$ cat config.mk
export PLATFORM = sky130hd
export DESIGN_NAME = t2mi_packer_ctrl
export DESIGN_NICKNAME = d
export VERILOG_FILES = /design/src/rtl/t2mi_packer_ctrl.sv
export SDC_FILE = /design/constraint.sdc
export NUM_CORES = 1
export LEC_CHECK = 0
export ABC_AREA = 1
export CORE_MARGIN = 2
export CORE_UTILIZATION = 46
export DETAILED_ROUTE_END_ITERATION = 16
export PLACE_DENSITY = 0.71
export SLEW_MARGIN = 25
export SYNTH_ARGS = -nofsm -noshare
export SYNTH_HDL_FRONTEND = slang
export SYNTH_SLANG_ARGS = --single-unit
$ cat constraint.sdc
create_clock -name CLK -period 4.8 [get_ports CLK]
set_input_delay 0.96 -clock CLK [delete_from_list [all_inputs] [get_ports CLK]]
set_output_delay 0.96 -clock CLK [all_outputs]
set_load 0.1 [all_outputs]
$ cat src/rtl/t2mi_packer_ctrl.sv
// t2mi_packer_ctrl: run/stop sequencer and token-bucket rate pacer for the
// TS->T2-MI packet builder. It gates the builder's clock enable by two things:
// downstream FIFO fill level (with hysteresis) and a fractional byte rate.
// It only stops on a packet boundary, so the builder always halts at a header.
module t2mi_packer_ctrl #(
  parameter int FIFO_AW    = 10,
  parameter int HI_WM      = 1000,
  parameter int LO_WM      = 768,
  parameter int BUCKET_MAX = 512
) (
  input  logic               CLK,
  input  logic               RST,
  input  logic               START,
  input  logic               STOP,
  input  logic [15:0]        RATE_INC,
  input  logic [3:0]         PKT_STATE,
  input  logic               PKT_ENA_OUT,
  input  logic [FIFO_AW-1:0] FIFO_USEDW,
  input  logic               FIFO_FULL,
  output logic               ENA_TS2T2MI,
  output logic               RUNNING,
  output logic               PKT_DONE,
  output logic [15:0]        PKT_CNT,
  output logic               OVF
);

  localparam int TOK_W = $clog2(BUCKET_MAX + 1);

  localparam logic [FIFO_AW-1:0] HI_LVL  = FIFO_AW'(HI_WM);
  localparam logic [FIFO_AW-1:0] LO_LVL  = FIFO_AW'(LO_WM);
  localparam logic [TOK_W:0]     TOK_MAX = (TOK_W + 1)'(BUCKET_MAX);

  // Builder state codes that bracket a packet.
  localparam logic [3:0] PS_HDR = 4'd0;
  localparam logic [3:0] PS_CRC = 4'd7;

  typedef enum logic [1:0] {
    ST_IDLE  = 2'd0,
    ST_RUN   = 2'd1,
    ST_DRAIN = 2'd2
  } state_t;

  state_t           state;
  logic [TOK_W-1:0] tokens;
  logic [15:0]      frac_acc;
  logic             throttle;
  logic [3:0]       pkt_state_d;

  logic             byte_w;
  logic             done_det;
  logic [16:0]      frac_sum;
  logic             carry;
  logic [TOK_W:0]   tok_sum;
  logic [TOK_W-1:0] tok_next;

  // Enable is decoded from registers only, so there is no input-to-output path.
  assign ENA_TS2T2MI = (state != ST_IDLE) & ~throttle & (tokens != '0);

  assign byte_w   = ENA_TS2T2MI & PKT_ENA_OUT;
  // A packet has finished when the builder steps from CRC-32 back to header.
  assign done_det = (pkt_state_d == PS_CRC) & (PKT_STATE == PS_HDR);

  // Fractional accumulator: the carry out of the 16-bit add is one whole token.
  assign frac_sum = {1'b0, frac_acc} + {1'b0, RATE_INC};
  assign carry    = frac_sum[16];

  // Bucket update; a byte always has a token behind it, so no underflow.
  always_comb begin
    tok_sum  = {1'b0, tokens} + {{TOK_W{1'b0}}, carry} - {{TOK_W{1'b0}}, byte_w};
    tok_next = tokens;
    if (tok_sum > TOK_MAX) tok_next = TOK_MAX[TOK_W-1:0];
    else                   tok_next = tok_sum[TOK_W-1:0];
  end

  // Token pacer runs in every state so the bucket fills while idle.
  always_ff @(posedge CLK) begin
    if (RST) begin
      frac_acc <= '0;
      tokens   <= '0;
    end else begin
      frac_acc <= frac_sum[15:0];
      tokens   <= tok_next;
    end
  end

  // FIFO-level throttle with hysteresis between the two watermarks.
  always_ff @(posedge CLK) begin
    if (RST)                      throttle <= 1'b0;
    else if (FIFO_USEDW >= HI_LVL) throttle <= 1'b1;
    else if (FIFO_USEDW <= LO_LVL) throttle <= 1'b0;
  end

  // Run/stop sequencer; RUNNING is registered alongside the state.
  always_ff @(posedge CLK) begin
    if (RST) begin
      state   <= ST_IDLE;
      RUNNING <= 1'b0;
    end else begin
      case (state)
        ST_IDLE: begin
          if (START) begin
            state   <= ST_RUN;
            RUNNING <= 1'b1;
          end
        end
        ST_RUN: begin
          if (STOP) begin
            // Stopping exactly on a boundary skips the drain phase.
            if (done_det) begin
              state   <= ST_IDLE;
              RUNNING <= 1'b0;
            end else begin
              state   <= ST_DRAIN;
              RUNNING <= 1'b1;
            end
          end
        end
        ST_DRAIN: begin
          if (done_det) begin
            state   <= ST_IDLE;
            RUNNING <= 1'b0;
          end else if (START) begin
            // A fresh start cancels the pending stop.
            state   <= ST_RUN;
            RUNNING <= 1'b1;
          end
        end
        default: begin
          state   <= ST_IDLE;
          RUNNING <= 1'b0;
        end
      endcase
    end
  end

  // Packet boundary tracking: delayed builder state, done pulse and counter.
  always_ff @(posedge CLK) begin
    if (RST) begin
      pkt_state_d <= '0;
      PKT_DONE    <= 1'b0;
      PKT_CNT     <= '0;
    end else begin
      pkt_state_d <= PKT_STATE;
      PKT_DONE    <= done_det;
      PKT_CNT     <= PKT_CNT + {15'd0, done_det};
    end
  end

  // Sticky overflow flag; only a restart from idle clears it.
  always_ff @(posedge CLK) begin
    if (RST)                              OVF <= 1'b0;
    else if (byte_w & FIFO_FULL)          OVF <= 1'b1;
    else if ((state == ST_IDLE) & START)  OVF <= 1'b0;
  end

endmodule

==> impl_summary.md, run 1 <==
Timing
Setup repair after global routing left no endpoint under its margin. Setup violations remaining at the end of the flow were counted as 0. The slew of the pin with the lowest slew margin is 1.00 ns. The achievable frequency is 228 MHz. The count of pins over their slew limit was 0. Between clock sinks in the finished design, the worst skew comes to 0.00850 ns.

The worst slew slack as a fraction of its limit is 32.9%. The final period demand of the worst path is 4.38 ns. The total count of hold-check failures in the final report is 0. Summed over all failing endpoints, the final setup total negative slack is 0 ns. Of the available clock period, the critical path in the final layout requires 91.2%.

Logic synthesis
The number of nets in the synthesized netlist is 541. The number of distinct library cell variants in the gate-level netlist after synthesis is 36. Sorting the synthesized cells by area gives the leading types as sky130_fd_sc_hd__dfxtp_1, sky130_fd_sc_hd__ha_1, sky130_fd_sc_hd__nand2_1, sky130_fd_sc_hd__inv_1, sky130_fd_sc_hd__nor2_1. The synthesized area per cell is 6.93 um2.

Synthesis produced a netlist whose cell count is 470. The share of synthesized flip-flops with an asynchronous set or reset is 0%. The share of the Yosys chip area taken by registers is 32.0%. The netlist area before placement is 3260 um2. During synthesis, Yosys emitted a total of 0 warnings. The number of storage elements in the synthesis netlist is 52. Summed over its instances, the top area cell type makes up 32.0% of the synthesized netlist area. The predominant post-synthesis flop cell is sky130_fd_sc_hd__dfxtp_1. The number of synthesized flops with an enable pin is 0.

The library cell occupying the most area in the post-synthesis netlist is sky130_fd_sc_hd__dfxtp_1.

Route
The final layout contains routed wiring with a total length of 7.31 mm. The residual antenna-violating net count after detailed routing is 0. The first detailed-routing pass ran for 4 iterations. The via count normalized by instance count is 4.95.

The average wire per standard cell is 11.7 um. In the routed design, unresolved DRC markers number 0. The first routing iteration left 151 violations. The final route contains 3,093 vias.

Final layout
From synthesis to final layout, the design area changed by 22.9%. The post-route netlist has 5.67% of its cells at a drive strength greater than 1. The antenna diode instance count is 0. The number of nets in the layout is 600.

In the layout the commonest cells are sky130_fd_sc_hd__nand2_1, sky130_fd_sc_hd__inv_1, sky130_fd_sc_hd__nor2_1. Leaving out fill and tap cells, the most frequent cell in the layout is sky130_fd_sc_hd__nand2_1. The final cell count without fillers is 625.

Setup path
The endpoint required time on the critical path is 5.01 ns. The endpoint kind of the worst setup timing path is a register. The setup slack on the worst flop-to-flop path is 1.28 ns.

The classification of the worst setup path is input pin to register. The highest fanout seen on the critical path is 9. Traced cell by cell, the critical path runs through clkdlybuf4s50_1, ha_1, fa_1, nand2_1, nand3_1, o21ai_0, o21ai_1, nand3_1, nand2_1, a21oi_1, ha_1, inv_1, ha_1, fa_1, nand3_1, nand3_1, nand2_1, nand2_1, nand3_1, nor2_1, nand3_1, nand2_2, nand2_4, nor2_1. The nature of the critical path startpoint is an input pin. The highest-delay cell along the critical path is sky130_fd_sc_hd__clkdlybuf4s50_1. Data arrives at the worst endpoint at 4.59 ns. By instance count, the cell type seen most on the critical path is sky130_fd_sc_hd__nand3_1. The largest single stage delay on the critical path is 0.50 ns.

Clock network
The clock insertion delay at the later pin of the skew report is 0.31 ns. The clock transition at the registers of the reported paths is 0.10 ns. The H-tree was split into 2 levels. The CTS tree is done.

The total CTS buffers is 5. The total of hold buffers inserted after clock tree synthesis is 0. In this run the post-CTS setup repair buffer count came out at 0. CTS placed an instance of sky130_fd_sc_hd__clkbuf_8 at the clock tree root. The number of gates resized after CTS was 0. For this design, the sink count on the clock tree is 52. The maximum count of clock buffers along a single path is 2.

Power and ir drop
The power per unit of standard cell area is 498 nW/um2. For this design the static power due to leakage is 0.00183 uW. Across the VDD grid, the largest voltage drop is 198 uV.

Global route
The number of antenna violations at the first check in global routing was 0. The number of global-route vias before repair is 2,866. The global-route usage over all layers is 19.5%.

The total overflow reported by the global router is 0. The first global-routing pass estimated 12.2 mm of wire. Entering global routing, the biggest net connects 26 pins.

Floorplanning
The floorplan die area is 7770 um2. Once the floorplan was initialized, standard cells occupied 47.7% of the core. The cell row count is 30. The number of placed I/O pins is 56. The die height is 88.1 um.

Measured along the x axis, the die boundary spans 88.1 um. The placeable core area is 6830 um2.

Min path
In this run the worst hold path is classified as register to register.

Placed design
The instance count after placement with tap cells included is 618. Detailed placement ended at an HPWL of 5.73 mm. The global placer's final weighted congestion is 0.916. The count of buffers from port buffering is 55.

Job
The total of max-cap violations is 0.

Outcome
The run finished with clean final reports.
stage by stage:
stage | instance area, um2 | util [%] | setup WS, ns | hold slack [ns] | total power, uW
after CTS | 4000 | 58.6 | 0.446 | 0.482 | 1990
after detailed placement | 3920 | 57.4 | 0.130 | 0.464 | 1740
after global placement | 3920 | 57.4 | 0.265 | 0.453 | 1720
after global routing | 4000 | 58.6 | 0.0644 | 0.504 | 2200
final | 4000 | 58.6 | 0.422 | 0.477 | 1990
after floorplan | 3260 | - | 0.959 | 0.519 | 1490
path summary, 6_finish.rpt:
check / startpoint / end / cells after the start
max: RATE_INC[0] / tokens[8] / 24
min: PKT_CNT[15] / PKT_CNT[15] / 2
min reg2reg: PKT_CNT[15] / PKT_CNT[15] / 2
max reg2reg: frac_acc[0] / tokens[8] / 23
where the power goes:
| part | internal (uW) | switching (uW) | total, uW |
|---|---|---|---|
| clock network | 99.1 | 144 | 243 |
| registers | 497 | 26.9 | 524 |
| logic | 428 | 797 | 1230 |
cell usage after synthesis (2+ instances only):
master and number:
sky130_fd_sc_hd__nor3_1 9, sky130_fd_sc_hd__nor2_1 56, sky130_fd_sc_hd__ha_1 33, sky130_fd_sc_hd__xor2_1 2
sky130_fd_sc_hd__nor4_1 2, sky130_fd_sc_hd__nand2_2 2, sky130_fd_sc_hd__o211ai_1 2, sky130_fd_sc_hd__inv_1 69
sky130_fd_sc_hd__a211oi_1 3, sky130_fd_sc_hd__fa_1 2, sky130_fd_sc_hd__inv_2 5, sky130_fd_sc_hd__nor2_2 10
sky130_fd_sc_hd__nor3b_1 4, sky130_fd_sc_hd__nand4_1 13, sky130_fd_sc_hd__dfxtp_1 52, sky130_fd_sc_hd__o21bai_1 5
sky130_fd_sc_hd__nand2_1 92, sky130_fd_sc_hd__nand3_1 36, sky130_fd_sc_hd__nand3b_1 2, sky130_fd_sc_hd__a21oi_1 34
sky130_fd_sc_hd__o21ai_0 20, sky130_fd_sc_hd__clkbuf_1 3
sequential cells by signal (all words and copies together) (netlist names):
name,flops
PKT_CNT,16
frac_acc,16
tokens,10
pkt_state_d,4
state,2
OVF,1
PKT_DONE,1
RUNNING,1
throttle,1
kinds of logic (layout without fill, tap and decap cells):
kind of cell             count (synthesis)  after routing  share of synthesized area, %
AO/OA/AOI/OAI                           71             71                          12.4
XOR/XNOR                                 3              3                         0.807
adder cells (fa/ha/maj)                 35             35                          13.9
buffers and inverters                   78            137                          8.99
flip-flops                              52             52                          32.0
AND/OR/NAND/NOR                        231            231                          31.9
per-layer routing:
layer / wire [um] / global-route usage [%]
met2: 3360 / 33.1
met5: 0 / 0
met1: 3520 / 25.8
met4: 48 / 3.99
met3: 384 / 4.15
worst max-delay path: cells and delay by family:
kind                     cells  cell delay (ns)
AO/OA/AOI/OAI                3             0.48
adder cells (fa/ha/maj)      5             1.35
buffers and inverters        2             0.53
AND/OR/NAND/NOR             14             1.25
area by class of cell:
cell class                 instances  area [um2]
timing repair buffer              56         558
multi-input combinational        340        1920
clock inverter                     2        12.5
fill                             669        2830
clock buffer                       5        68.8
tap                               96         120
inverter                          74         278
sequential                        52        1040
(Power assumes the default switching activity.)
==> run 2, diff against run 1 <==
--- a/config.mk
+++ b/config.mk
@@ -9,6 +9,7 @@
 export CORE_MARGIN = 2
 export CORE_UTILIZATION = 46
 export DETAILED_ROUTE_END_ITERATION = 16
+export GPL_TIMING_DRIVEN = 0
 export PLACE_DENSITY = 0.71
 export SLEW_MARGIN = 25
 export SYNTH_ARGS = -nofsm -noshare
==> run 2 against run 1 <==
Highest routed layer unchanged. Power rose by 1.0%. Clock skew grew 0.0065 ns. Wire length fell by 2.4%. Critical endpoint unchanged. Flip-flop and latch count is the same. Via count grew 0.13%.
==> impl_summary.md, run 2 (synthesis results as in run 1) <==
Job
Across the run, the number of max-cap violations was 0.

Setup path
The arrival time at the worst endpoint is 4.72 ns. STA classifies the critical path endpoint as a register. The endpoint required time on the critical path is 5.05 ns. The nature of the critical path startpoint is an input pin. The highest fanout seen on the critical path is 9. By startpoint and endpoint, the worst setup path is classified as input pin to register.

Timing
The slew of the pin with the lowest slew margin is 1.01 ns. The achievable frequency is 224 MHz. The total count of hold-check failures in the final report is 0. The routed design could run at a clock period as short as 4.46 ns. The worst slew slack as a fraction of its limit is 32.4%. In the final timing run, aggregate negative setup slack is 0 ns. The maximum clock skew at final layout is 0.0150 ns. Dividing the final minimum period by the clock period gives 93.0%. Setup violations remaining at the end of the flow were counted as 0.

The count of pins over their slew limit is 0. Setup repair after global routing left no endpoint under its margin.

Power and ir drop
VDD sags by at most 237 uV. The total chip power is 2010 uW. The power per unit of standard cell area is 499 nW/um2.

In this run the static leakage power is 0.00184 uW.

Final layout
The ratio of cells with drive above 1 in the final layout is 6.00%. The largest registers in the layout are PKT_CNT: 16 flops, frac_acc: 16 flops, tokens: 10 flops. The total of fill cells in the finished design is 672. The antenna diode instance count is 0.

The area overhead of the layout relative to synthesis is 23.7%. The library cell used most frequently in the layout, excluding fill and tap cells, is sky130_fd_sc_hd__nand2_1. Leaving out fill and tap cells, the most frequent cells in the layout are sky130_fd_sc_hd__nand2_1, sky130_fd_sc_hd__inv_1, sky130_fd_sc_hd__nor2_1. The number of nets in the layout is 603.

Global route
The number of antenna violations at the first check in global routing is 0. In the global route stage, overall resource usage came out at 19.6%. The number of global-route vias before repair is 2,825. The largest net degree at the start of global routing is 19. The wire length of the first global-routing pass is 12.3 mm. Global routing finished with a remaining overflow of 0.

Route
The first detailed-routing pass ran for 4 iterations. The via count normalized by instance count is 4.92. The count of nets left with antenna violations once routing finished came out at 0. After detailed routing, the number of remaining DRC violations is 0. The total vias in the final route is 3,097.

The first-iteration detailed-routing DRC count is 109. In the final routed layout, each cell accounts on average for 11.3 um. The post-detailed-routing wire length is 7.13 mm.

Placed design
The count of buffers from port buffering is 55. The wire-length estimate of the detail-placed layout is 5.80 mm. At the end of routability-driven placement, the weighted congestion stood at 0.901.

Clock network
The number of sinks handled by clock tree synthesis is 52. CTS placed an instance of sky130_fd_sc_hd__clkbuf_8 at the clock tree root. CTS built an H-tree with a depth of 2.

The clock insertion delay at the later pin of the skew report is 0.32 ns. The clock transition at the registers of the reported paths is 0.10 ns. The number of clock buffers added by TritonCTS is 5. The CTS tree is done. The total of hold buffers inserted after clock tree synthesis is 0. Counting along the longest clock path gives a buffer depth of 2.

Floorplanning
The floorplan step defined a die boundary enclosing 7770 um2. The overall die width is 88.1 um. From bottom edge to top edge, the die measures 88.1 um.

The region available for standard cell placement spans 6830 um2. For this configuration, the core starts out at a cell density of 47.7%. The floorplan has 30 rows. The number of placed I/O pins is 56.

Min path
The worst min-delay path class is register to register.

Outcome
The flow ran to the end, and the final reports show no timing, DRC or antenna violations.
-- run 2: per-stage QoR --
step / util [%] / instances / area [um2] / hold slack [ns] / setup slack (ns)
2_1_floorplan: - / 470 / 3260 / 0.519 / 0.959
3_3_place_gp: 57.5 / 621 / 3930 / 0.454 / 0.0409
3_5_place_dp: 57.5 / 621 / 3930 / 0.459 / -0.0112
4_1_cts: 58.9 / 629 / 4020 / 0.478 / 0.295
5_1_grt: 59.0 / 629 / 4030 / 0.519 / 0.0430
6_report: 59.0 / 629 / 4030 / 0.480 / 0.337
-- run 2: path summary, 6_finish.rpt --
path | cells after the start | slack, ns | from | endpoint
hold reg to reg | 2 | 0.48 | OVF | OVF
setup reg to reg | 22 | 1.17 | frac_acc[0] | tokens[8]
setup / recovery | 23 | 0.34 | RATE_INC[0] | tokens[8]
hold / removal | 2 | 0.48 | OVF | OVF
-- run 2: where the power goes --
group,internal (uW),switching (uW)
Clock,107,158
Combinational,431,794
Sequential,497,24.0
-- run 2: timing repair --
action                                 4_1_cts  5_1_grt
setup endpoints to repair                    0        1
endpoints found under the hold margin        0        0
gates resized for setup                      0        2
buffers inserted                             0        0
-- run 2: cell type report --
class                           instances  area [um2]  share of cell area [%]
Tap cell                               96         120                    2.98
Buffer                                  4        15.0                   0.373
Multi-Input combinational cell        340        1930                    47.9
Timing Repair Buffer                   55         551                    13.7
Clock buffer                            5        68.8                    1.71
Clock inverter                          3        27.5                   0.683
Inverter                               74         278                    6.89
Sequential cell                        52        1040                    25.8
-- run 2: per-layer routing --
metal	GRT usage, %	vias up	share of wire (%)
met4	4.27	0	0.77
met5	0	-	0
met2	32.6	70	46
met3	4.90	4	5.7
met1	25.8	1354	47
li1	-	1669	-
-- run 2: critical path: stages --
cell and delay [ns]:
sky130_fd_sc_hd__clkdlybuf4s50_1 0.44, sky130_fd_sc_hd__ha_1 0.24, sky130_fd_sc_hd__fa_1 0.42, sky130_fd_sc_hd__nand2_1 0.11
sky130_fd_sc_hd__nand3_1 0.06, sky130_fd_sc_hd__o21ai_0 0.16, sky130_fd_sc_hd__o21ai_2 0.14, sky130_fd_sc_hd__nand3_1 0.09
sky130_fd_sc_hd__nand2_1 0.08, sky130_fd_sc_hd__a21oi_1 0.15, sky130_fd_sc_hd__ha_1 0.24, sky130_fd_sc_hd__inv_1 0.06
sky130_fd_sc_hd__ha_1 0.22, sky130_fd_sc_hd__fa_2 0.46, sky130_fd_sc_hd__inv_1 0.10, sky130_fd_sc_hd__nand2_1 0.06
sky130_fd_sc_hd__nor2_1 0.11, sky130_fd_sc_hd__nand3_1 0.09, sky130_fd_sc_hd__nor2_1 0.12, sky130_fd_sc_hd__nand3_1 0.10
sky130_fd_sc_hd__nand2_2 0.08, sky130_fd_sc_hd__nand2_4 0.11, sky130_fd_sc_hd__nor2_1 0.10
